==> config.mk <==
export PLATFORM = sky130hd
export DESIGN_NAME = clk_tick_gen
export DESIGN_NICKNAME = d
export VERILOG_FILES = /design/src/rtl/clk_tick_pkg.sv /design/src/rtl/clk_tick_chan.sv /design/src/rtl/clk_tick_gen.sv
export SDC_FILE = /design/constraint.sdc
export NUM_CORES = 1
export LEC_CHECK = 0
export BUFFER_PORTS_ARGS = -buffer_cell sky130_fd_sc_hd__clkbuf_2
export CELL_PAD_IN_SITES_DETAIL_PLACEMENT = 0
export CELL_PAD_IN_SITES_GLOBAL_PLACEMENT = 1
export CORE_MARGIN = 2
export CORE_UTILIZATION = 52
export DETAILED_ROUTE_END_ITERATION = 7
export GPL_ROUTABILITY_DRIVEN = 0
export PLACE_DENSITY_LB_ADDON = 0.1
export RECOVER_POWER = 50
export SYNTH_ARGS = -nofsm -noshare
export SYNTH_HDL_FRONTEND = slang
export SYNTH_SLANG_ARGS = --single-unit
==> constraint.sdc <==
create_clock -name clk -period 4.9 [get_ports clk]
set_input_delay 0.245 -clock clk [delete_from_list [all_inputs] [get_ports clk]]
set_output_delay 0.245 -clock clk [all_outputs]
set_load 0.05 [all_outputs]
==> src/rtl/clk_tick_pkg.sv <==
// Shared constants and helpers for the programmable tick generator.
// Imported by the channel and the top level.
package clk_tick_pkg;

  localparam int          CH_DEF  = 4;
  localparam int          W_DEF   = 26;
  localparam int unsigned DIV_DEF = 50_000;
  localparam int          CLAMP_W = 64;

  typedef logic [CLAMP_W-1:0] div_wide_t;

  // A zero divisor would never wrap; treat it as divide-by-one.
  function automatic div_wide_t clamp_div(input div_wide_t d);
    return (d == '0) ? div_wide_t'(1) : d;
  endfunction

endpackage

==> src/rtl/clk_tick_chan.sv <==
// One divider channel: counter, active/shadow divisor, pending flag,
// registered tick strobe and square-wave output.
module clk_tick_chan
  import clk_tick_pkg::*;
#(
  parameter int          W           = W_DEF,
  parameter int unsigned DIV_DEFAULT = DIV_DEF
) (
  input  logic         clk,
  input  logic         reset,
  input  logic         i_en,
  input  logic         i_wr,
  input  logic [W-1:0] i_div,
  output logic         o_pend,
  output logic         o_tick,
  output logic         o_clk_out
);

  localparam logic [W-1:0] DIV_RST = W'(DIV_DEFAULT);

  logic [W-1:0] r_cnt;
  logic [W-1:0] r_div_act;
  logic [W-1:0] r_div_sh;
  logic         r_pend;
  logic         r_tick;
  logic         r_clk;

  logic [W-1:0] w_div_new;
  logic         w_wrap;

  assign w_div_new = W'(clamp_div(CLAMP_W'(i_div)));
  assign w_wrap    = (r_cnt == r_div_act - W'(1));

  always_ff @(posedge clk) begin
    if (reset) begin
      r_cnt     <= '0;
      r_div_act <= DIV_RST;
      r_div_sh  <= DIV_RST;
      r_pend    <= 1'b0;
      r_tick    <= 1'b0;
      r_clk     <= 1'b0;
    end else begin
      r_tick <= 1'b0;
      if (i_en) begin
        if (w_wrap) begin
          r_cnt  <= '0;
          r_tick <= 1'b1;
          r_clk  <= ~r_clk;
          if (r_pend) begin
            r_div_act <= r_div_sh;
            r_pend    <= 1'b0;
          end
        end else begin
          r_cnt <= r_cnt + W'(1);
        end
      end else begin
        r_cnt <= '0;
        if (r_pend) begin
          r_div_act <= r_div_sh;
          r_pend    <= 1'b0;
        end
      end
      // Accept only happens with pending clear, so it never races the apply.
      if (i_wr) begin
        r_div_sh <= w_div_new;
        r_pend   <= 1'b1;
      end
    end
  end

  assign o_pend    = r_pend;
  assign o_tick    = r_tick;
  assign o_clk_out = r_clk;

endmodule

==> src/rtl/clk_tick_gen.sv <==
// Multi-channel programmable clock-enable generator with
// handshaked divisor updates through per-channel shadow registers.
module clk_tick_gen
  import clk_tick_pkg::*;
#(
  parameter int          CH          = CH_DEF,
  parameter int          W           = W_DEF,
  parameter int unsigned DIV_DEFAULT = DIV_DEF,
  localparam int         SW          = (CH > 1) ? $clog2(CH) : 1
) (
  input  logic          clk,
  input  logic          reset,
  input  logic [CH-1:0] enable,
  input  logic          cfg_valid,
  input  logic [SW-1:0] cfg_sel,
  input  logic [W-1:0]  cfg_div,
  output logic          cfg_ready,
  output logic [CH-1:0] tick,
  output logic [CH-1:0] clk_out
);

  localparam int NS = 1 << SW;

  logic [CH-1:0] w_pend;
  logic [CH-1:0] w_wr;
  logic [NS-1:0] w_pend_ext;
  logic          w_sel_ok;
  logic          w_accept;

  // Unused select codes read as busy so they can never be accepted.
  assign w_sel_ok   = (32'(cfg_sel) < CH);
  assign w_pend_ext = NS'(w_pend);
  assign cfg_ready  = w_sel_ok & ~w_pend_ext[cfg_sel];
  assign w_accept   = cfg_valid & cfg_ready;

  for (genvar g = 0; g < CH; g++) begin : g_ch
    assign w_wr[g] = w_accept & (cfg_sel == SW'(g));

    clk_tick_chan #(
      .W           (W),
      .DIV_DEFAULT (DIV_DEFAULT)
    ) u_chan (
      .clk       (clk),
      .reset     (reset),
      .i_en      (enable[g]),
      .i_wr      (w_wr[g]),
      .i_div     (cfg_div),
      .o_pend    (w_pend[g]),
      .o_tick    (tick[g]),
      .o_clk_out (clk_out[g])
    );
  end

endmodule
==> metrics.md, run 1 <==
| Metric | Value |
|---|---|
| Initial antenna violation count | `0` |
| Post-detail-place hpwl | `26.86 mm` |
| Iteration count of the initial detailed-routing pass | `7` |
| Number of cell rows | `65` |
| Sw Ratio | `22.08%` |
| Max clock buf depth | `3` |
| Clock share of power | `49.5%` |
| Sequential-to-total area share from yosys stat | `38.61%` |
| Xor-xnor portion of the synthesized cell area | `11.47%` |
| Die span in x | `183.7 um` |
| Violations in the final reports | `max-capacitance violations, max-slew violations` |
| Area of the core | `31720 sq um` |
| Accumulated negative setup slack | `0 ps` |
| YS warnings | `0` |
| Avg Synthesized Cell Area | `8.316 sq um` |
| Aggregate global routing overflow | `0` |
| Root buffer cell | `clkbuf_16` |
| Seq pwr share | `between 40% and 50%` |
| Vias in the first global route | `12710` |
| Number of vias per cell after detailed routing | `5.466` |
| Height of the die | `183.7 um` |
| Synth Area in Compound Gates | `8.149%` |
| Hold buffer count at CTS | `1` |
| Area share of and/or/nand/nor cells after synthesis | `31.05%` |
| Number of distinct library cells after synthesis | `just over 80` |
| Switching power total | `around 1.3 mW` |
| Violation count after the first detailed-route iteration | `769` |
| Post_cts resized | `0` |
| Sort of element at the end of the critical path | `register` |
| Worst vdd ir | `251.3 uV` |
| Critical path's slowest cell | `clkbuf_1` |
| Primary FF master, synth | `dfxtp_1` |
| Data required time of the critical path | `around 5300 ps` |
| Final #Nets | `2052` |
| Status | `finished, violations left` |
| Number of flops mapped to enable cells by yosys | `0` |
| Starting density of the core | `between 50 and 60%` |
| Post-route minimum period | `4076 ps` |
| Total wire length after detailed routing | `38.59 mm` |
| Share of layout cells above drive strength 1 | `8.600%` |
| Worst-path cell chain | `inv_1 -> ha_1 -> nor4b_2 -> nand4_1 -> nor3_1 -> xnor2_1 -> or4_1 -> or4_1 -> o21ai_0 -> clkbuf_1 -> nor2_1` |
| H-tree depth reported by CTS | `2` |
| Cell area after synthesis | `~17000 sq um` |
| Share of power burned in combinational logic | `around 4.4%` |
| Area enclosed by the die boundary | `roughly 34000 sq um` |
| Critical path fanouts, max | `26` |
| I/O pins | `44` |
| Net count after synthesis | `2063` |
| Share of the cycle needed by the critical path after routing | `83.17%` |
| Most common cell on crit path | `or4_1` |
| Post-synthesis sequential element count | `about 320` |
| RSZ-0062 raised after global routing | `false` |
| Clock latency of the later-clocked register in the worst-skew pair | `between 500 and 600 ps` |
| Largest stage delay on the critical path | `920 ps` |
| Detailed-route via count | `13320` |
| Sink count of the clock tree | `~320` |
| Count of max-cap constraint violations | `2` |
| Setup skew after layout | `between 10 and 15 ps` |
| Power density of the placed cells | `318.5 nW/um^2` |
| Final hold slack | `about 26 ps` |
| Drc violations | `0` |
| Final number of setup-violating endpoints | `0` |
| P_leak | `6.172 nW` |
| Antenna viol nets, final | `0` |
| Global-route wire length before repair | `between 60 and 70 mm` |
| Largest net degree at the start of global routing | `180` |
| Number of I/O port buffers | `43` |
| Dominant combinational cell family by area after synthesis | `simple AND/OR/NAND/NOR gates` |
| Routed wire length per instance | `15.84 um` |
| Arithmetic-cell share of the synthesized area counting full adders, half adders and majority gates | `less than 1%` |
| Hold Path Class | `in2reg` |
| Buffer count from post-CTS setup fixing | `0` |
| Critical path class | `reg2reg` |
| Number of clock buffers inserted by TritonCTS | `37` |
| Syn-to-layout area delta | `9.393%` |
| Mux cell area share after synthesis | `under 10%` |
| Worst Max-Slew Pin Slew | `2963 ps` |
| Number of max-slew violations in the final report | `between 200 and 300` |
| Global router's overall resource usage | `22.97%` |
| Number of instances in the synthesized netlist | `a little over 2000` |
| Worst slew margin relative to its limit | `-97.55%` |
| Type of element launching the critical path | `register` |
| Endpoint arrival time on the critical path | `4440 ps` |
| Clock slew seen by the registers of the worst setup and hold paths | `60 ps` |
| Synth async-reset ratio | `0%` |
| Internal Power | `4.560 mW` |
| Reg2reg setup slack | `roughly 800 ps` |
| Count of antenna diodes in the layout | `0` |
| Hold Fails Final Rpt | `0` |
| Total power draw | `5.853 mW` |
| Top achievable clock speed | `around 0.25 GHz` |
| TritonCTS clock tree | `yes` |
placed cells by master (no fill, tap or decap), types with 27 or more instances in the layout:
cell	n
a21oi_1	101
clkbuf_16	39
clkbuf_2	35
dfxtp_1	324
inv_1	34
mux2i_1	89
nand2_1	273
nand2b_1	118
nand3_1	54
nand3b_1	30
nand4_1	27
nor2_1	249
nor3_1	35
nor4_1	34
or2b_2	27
xnor2_1	127
xor2_1	93
power by group through the flow:
| stage | sequential, mW | combinational [mW] | clock (mW) |
|---|---|---|---|
| finish | 2.70 | 0.255 | 2.89 |
| CTS | 2.70 | 0.253 | 2.95 |
| floorplan | 2.75 | 0.176 | 0 |
| global route | 2.71 | 0.281 | 3.06 |
| detailed placement | 2.76 | 0.252 | 0 |
| global placement | 2.76 | 0.249 | 0 |
sequential cells by signal (all words and copies together) (netlist names):
register,flops
g_ch.u_chan.o_clk_out,4
g_ch.u_chan.r_cnt,104
g_ch.u_chan.o_tick,4
g_ch.u_chan.r_div_act,104
g_ch.u_chan.r_div_sh,104
g_ch.u_chan.o_pend,4
per-layer routing:
layer	vias to the layer above	global-route usage (%)	wire length (um)
met5	-	0	0
met4	0	5.184	667
met3	51	3.566	1634
met2	185	38.67	18190
met1	6247	31.03	18100
li1	6838	-	-
cell usage after synthesis, drive strengths merged, types with 6 or more instances:
cell / count / area share, %
buf: 34 / 1.6
xnor2: 127 / 6.6
nand3b: 30 / 1.3
nand4b: 26 / 1.4
nor2: 249 / 5.6
nor4: 37 / 1.6
mux2: 7 / 0.47
or2: 6 / 0.22
nor3: 39 / 1.3
or4: 25 / 1.2
nand2b: 118 / 4.4
xor2: 93 / 4.8
a211oi: 9 / 0.40
nand4: 27 / 1.0
inv: 34 / 0.76
ha: 8 / 0.60
a21oi: 101 / 3.0
or3: 20 / 0.75
mux2i: 89 / 5.3
nor2b: 13 / 0.48
o31ai: 10 / 0.48
o21ai: 45 / 1.4
nand3: 54 / 1.6
or2b: 30 / 1.5
and4: 10 / 0.53
nand2: 273 / 6.1
and2: 6 / 0.22
nor3b: 6 / 0.27
dfxtp: 324 / 39
clkbuf: 77 / 1.8
and3: 26 / 0.97
cells by family after synthesis:
kind of cell,after synthesis
adder cells (fa/ha/maj),8
flip-flops,324
multiplexers,97
AO/OA/AOI/OAI,220
XOR/XNOR,220
AND/OR/NAND/NOR,1005
buffers and inverters,146
critical path: cells and delay by family, from the launching register on:
family          cells  cell delay [ps]
simple gates        6             2080
buf+inv             2              990
flops               1              350
compound gates      1              200
fa+ha+maj           1              170
xor+xnor            1              120
path summary, 6_finish.rpt:
path                                                 start                                       end  cells past startpoint
setup / recovery  g_ch[1].u_chan.r_div_act[0]$_SDFFE_PP0P_        g_ch[1].u_chan.r_cnt[7]$_SDFF_PP0_                     11
hold / removal                                   enable[2]        g_ch[2].u_chan.o_pend$_SDFFE_PP0P_                      3
setup reg to reg  g_ch[1].u_chan.r_div_act[0]$_SDFFE_PP0P_        g_ch[1].u_chan.r_cnt[7]$_SDFF_PP0_                     11
hold reg to reg   g_ch[3].u_chan.r_div_sh[13]$_SDFFE_PP0P_  g_ch[3].u_chan.r_div_sh[13]$_SDFFE_PP0P_                      2
cell type report:
class	instances	area, sq um
clock inverter	11	161.4
sequential	324	6486
clock buffer	54	1122
tap	402	503.0
inverter	34	127.6
multi-input combinational	1550	9643
fill	3013	13340
timing repair buffer	62	331.6
stage by stage:
| step | cells | instance area (sq um) | setup slack [ps] | util, % |
|---|---|---|---|---|
| final | 2437 | 18380 | 824.5 | 57.93 |
| after global routing | 2437 | 18380 | 337.5 | 57.93 |
| after CTS | 2437 | 18430 | 990.2 | 58.09 |
| after detailed placement | 2371 | 17130 | 1017 | 54.01 |
| after global placement | 2371 | 17130 | 1085 | 54.01 |
| after floorplan | 2020 | 16800 | 1671 | - |
Power figures use the tool's default switching activity.
==> run 2, diff against run 1 <==
- ABC_AREA: default -> 1
- CORE_UTILIZATION: 52 -> 46
- clock period: 4.9 -> 3.85 ns (I/O delays scaled with it)
==> metrics.md, run 2 <==
| Metric | Value |
|---|---|
| Status | `finished, violations left (unchanged)` |
| Violations in the final reports | `max-capacitance violations, max-slew violations (unchanged)` |
| Family with the most delay on the worst path | `simple AND/OR/NAND/NOR gates (unchanged)` |
| Number of I/O port buffers | `43 (unchanged)` |
| Worst vdd ir | `268.4 uV (was 251.3 uV)` |
| Primary FF master, synth | `dfxtp_1 (unchanged)` |
| Total power draw | `7.588 mW (was 5.853 mW)` |
| Area of the core | `37580 sq um (was 31720 sq um)` |
| Most used cells in the layout excluding fill and tap cells | `nand2_1 (544), nor2_1 (384), dfxtp_1 (323) (was dfxtp_1 (324), nand2_1 (273), nor2_1 (249))` |
| Internal Power | `5.678 mW (was 4.560 mW)` |
| Place WS | `655.6 ps (was 1017 ps)` |
| Clock latency of the later-clocked register in the worst-skew pair | `550 ps (was 520 ps)` |
| Largest stage delay on the critical path | `580 ps (was 920 ps)` |
| Sequential-to-total area share from yosys stat | `36.96% (was 38.61%)` |
| Max clock buf depth | `3 (unchanged)` |
| Top Registers | `g_ch.u_chan.r_cnt (104), g_ch.u_chan.r_div_act (104), g_ch.u_chan.r_div_sh (104) (unchanged)` |
| Net count after synthesis | `2661 (was 2063)` |
| Avg Synthesized Cell Area | `6.703 sq um (was 8.316 sq um)` |
| Area fraction of the dominant cell type after synthesis | `36.96% (was 38.61%)` |
| Count of max-cap constraint violations | `2 (unchanged)` |
| Seq pwr share | `46.4% (was 46.2%)` |
| Uppermost layer routed | `met4 (unchanged)` |
| Critical R2R Launch | `g_ch[1].u_chan.r_div_act[0]$_SDFFE_PP0P_ (unchanged)` |
| Critical path's slowest cell | `nor2_1 (was clkbuf_1)` |
| Sink count of the clock tree | `324 (unchanged)` |
| Violation count after the first detailed-route iteration | `826 (was 769)` |
| Clock slew seen by the registers of the worst setup and hold paths | `60 ps (about the same)` |
| Cell area after synthesis | `17550 sq um (was 16800 sq um)` |
| Global-route wire length before repair | `75.92 mm (was 63.94 mm)` |
| Global router's overall resource usage | `23.77% (was 22.97%)` |
| Top achievable clock speed | `0.2978 GHz (was 0.2454 GHz)` |
| Startpoint of the most critical hold path | `cfg_div[15] (was enable[2])` |
| RSZ-0062 raised after global routing | `false (unchanged)` |
| Worst Max-Slew Pin Slew | `1789 ps (was 2963 ps)` |
| Synth async-reset ratio | `0% (unchanged)` |
| H-tree depth reported by CTS | `2 (unchanged)` |
| Antenna viol nets, final | `0 (unchanged)` |
| TritonCTS clock tree | `yes (unchanged)` |
| Largest net degree at the start of global routing | `104 (was 180)` |
| Routed wire length per instance | `14.55 um (was 15.84 um)` |
| Final #Nets | `2661 (was 2052)` |
| Initial antenna violation count | `0 (unchanged)` |
| Post_cts resized | `0 (unchanged)` |
| Final hold slack | `31.01 ps (was 26.13 ps)` |
| Critical path fanouts, max | `47 (was 26)` |
| Iteration count of the initial detailed-routing pass | `7 (unchanged)` |
| Root buffer cell | `clkbuf_16 (unchanged)` |
| Endpoint arrival time on the critical path | `3800 ps (was 4440 ps)` |
| Sort of element at the end of the critical path | `register (unchanged)` |
| Routed length on met2 | `21.24 mm (was 18.19 mm)` |
| Aggregate global routing overflow | `0 (unchanged)` |
| Type of element launching the critical path | `register (unchanged)` |
| Area enclosed by the die boundary | `39730 sq um (was 33760 sq um)` |
| Final number of setup-violating endpoints | `0 (unchanged)` |
| Top cells by count, synth | `nand2_1 (544), nor2_1 (380), dfxtp_1 (324), inv_1 (322), nand3_1 (248) (was dfxtp_1 (324), nand2_1 (273), nor2_1 (249), xnor2_1 (127), nand2b_1 (118))` |
| Number of max-slew violations in the final report | `99 (was 295)` |
| Setup skew after layout | `15.42 ps (was 11.68 ps)` |
| Number of flops mapped to enable cells by yosys | `0 (unchanged)` |
| Total wire length after detailed routing | `45.86 mm (was 38.59 mm)` |
| Commonest non-fill, non-tap cell in the layout | `nand2_1 (was dfxtp_1)` |
| Buffer count from post-CTS setup fixing | `0 (unchanged)` |
| R2R cell count | `17 (was 11)` |
| Number of instances in the synthesized netlist | `2618 (was 2020)` |
| Number of clock buffers inserted by TritonCTS | `37 (unchanged)` |
| Hold Path Sink | `g_ch[0].u_chan.r_div_sh[15]$_SDFFE_PP1P_ (was g_ch[2].u_chan.o_pend$_SDFFE_PP0P_)` |
| Share of layout cells above drive strength 1 | `6.018% (was 8.600%)` |
| Number of vias per cell after detailed routing | `5.032 (was 5.466)` |
| Post-route minimum period | `3358 ps (was 4076 ps)` |
| Least setup slack across all paths after layout | `492.0 ps (was 824.5 ps)` |
| Post-detail-place hpwl | `33.46 mm (was 26.86 mm)` |
| Number of distinct library cells after synthesis | `49 (was 83)` |
| Number of cell rows | `71 (was 65)` |
| I/O pins | `44 (unchanged)` |
| Hold Crit Depth | `3 (unchanged)` |
| Switching power total | `1.910 mW (was 1.293 mW)` |
| Worst slew margin relative to its limit | `-19.28% (was -97.55%)` |
| Power density of the placed cells | `395.8 nW/um^2 (was 318.5 nW/um^2)` |
| Reg-to-reg critical path endpoint | `g_ch[1].u_chan.r_div_act[16]$_SDFFE_PP0P_ (was g_ch[1].u_chan.r_cnt[7]$_SDFF_PP0_)` |
| Worst-path cell chain | `inv_1 -> ha_1 -> nand2_4 -> nor2_1 -> nand2_1 -> nand3_1 -> nand2_1 -> nor2_1 -> nand2_1 -> nor2_1 -> nand2_1 -> nor2_1 -> nand2_2 -> nand2_4 -> nand3_1 -> nand2_1 -> nor2_1 (was inv_1 -> ha_1 -> nor4b_2 -> nand4_1 -> nor3_1 -> xnor2_1 -> or4_1 -> or4_1 -> o21ai_0 -> clkbuf_1 -> nor2_1)` |
| Drc violations | `0 (unchanged)` |
| Reg2reg setup slack | `490 ps (was 820 ps)` |
| Syn-to-layout area delta | `9.247% (was 9.393%)` |
| Share of the cycle needed by the critical path after routing | `87.22% (was 83.17%)` |
| Hold Path Class | `in2reg (unchanged)` |
| Die span in x | `199.3 um (was 183.7 um)` |
| Clock share of power | `45.5% (was 49.5%)` |
| Synth top area cells | `dfxtp_1 (37%), nand2_1 (12%), nor2_1 (8.1%), nand3_1 (7.1%), inv_1 (6.9%) (was dfxtp_1 (39%), xnor2_1 (6.6%), nand2_1 (6.1%), nor2_1 (5.6%), mux2i_1 (5.3%))` |
| Accumulated negative setup slack | `0 ps (unchanged)` |
| Sw Ratio | `25.17% (was 22.08%)` |
| Count of antenna diodes in the layout | `0 (unchanged)` |
| Most frequent cell after synthesis | `nand2_1 (was dfxtp_1)` |
| Share of power burned in combinational logic | `8.1% (was 4.4%)` |
| Number of buffers and inverters on the critical path | `1 (was 2)` |
| Post-synthesis sequential element count | `324 (unchanged)` |
| Met3 wire len | `1.490 mm (was 1.634 mm)` |
| Starting density of the core | `46.70% (was 52.96%)` |
| Detailed-route via count | `15870 (was 13320)` |
| Critical path class | `reg2reg (unchanged)` |
| Fin util | `51.02% (was 57.93%)` |
| Cell type with the highest aggregate area in the netlist | `dfxtp_1 (unchanged)` |
| Data required time of the critical path | `4290 ps (was 5260 ps)` |
| Length of routed wiring on met1 | `22.07 mm (was 18.10 mm)` |
| Hold Fails Final Rpt | `0 (unchanged)` |
| P_leak | `8.038 nW (was 6.172 nW)` |
| YS warnings | `0 (unchanged)` |
| Height of the die | `199.3 um (was 183.7 um)` |
| Vias in the first global route | `14910 (was 12710)` |
run 2: worst min-delay path: stages:
cell      delay [ps]
clkbuf_2         210
nand2_1           80
nand3_1           60
run 2: kinds of logic after synthesis:
logic type	count (synthesis)	share of synthesized area [%]
XOR/XNOR	149	7.671
buffers and inverters	434	10.38
flip-flops	324	36.96
AND/OR/NAND/NOR	1376	34.59
AO/OA/AOI/OAI	327	9.825
adder cells (fa/ha/maj)	8	0.5704
run 2: per-layer routing:
layer,vias to the layer above,GRT usage (%)
li1,8374,-
met3,63,3.595
met4,0,6.606
met2,205,40.22
met5,-,0
met1,7224,31.43
run 2: area by class of cell:
class / count / area (sq um)
tap: 511 / 639.4
fill: 3946 / 18410
inverter: 327 / 1232
clock buffer: 54 / 1132
multi-input combinational: 1860 / 9221
clock inverter: 9 / 51.30
timing repair buffer: 68 / 407.9
sequential: 324 / 6487
run 2: worst max-delay path by stage:
stage                                                     end                                      from  cells after the start  slack [ps]
global route        g_ch[1].u_chan.r_div_act[14]$_SDFFE_PP1P_  g_ch[1].u_chan.r_div_act[0]$_SDFFE_PP0P_                     17         100
CTS                  g_ch[3].u_chan.r_div_act[9]$_SDFFE_PP1P_  g_ch[3].u_chan.r_div_act[0]$_SDFFE_PP0P_                     18         630
detailed placement   g_ch[3].u_chan.r_div_act[6]$_SDFFE_PP1P_  g_ch[3].u_chan.r_div_act[0]$_SDFFE_PP0P_                     18         660
global placement     g_ch[0].u_chan.r_div_act[7]$_SDFFE_PP0P_  g_ch[0].u_chan.r_div_act[0]$_SDFFE_PP0P_                     16         700
finish              g_ch[1].u_chan.r_div_act[16]$_SDFFE_PP0P_  g_ch[1].u_chan.r_div_act[0]$_SDFFE_PP0P_                     17         490
floorplan                  g_ch[2].u_chan.o_pend$_SDFFE_PP0P_        g_ch[3].u_chan.o_pend$_SDFFE_PP0P_                      9        1360
run 2: through the flow:
stage	instance area, sq um	cells
final	19170	3153
after global routing	19170	3153
after CTS	19220	3153
after detailed placement	18000	3086
after global placement	18000	3086
after floorplan	17550	2618
run 2: repair_timing:
action,CTS,global route
hold endpoints to repair,6,0
endpoints found under the setup margin,0,0
hold buffers,4,0
run 2: power by group through the flow:
stage               clock network (mW)  registers (mW)  logic (mW)
floorplan                            0            3.57       0.457
global placement                     0            3.59       0.602
detailed placement                   0            3.59       0.611
CTS                               3.55            3.52       0.617
global route                      3.68            3.53       0.699
finish                            3.46            3.52       0.612
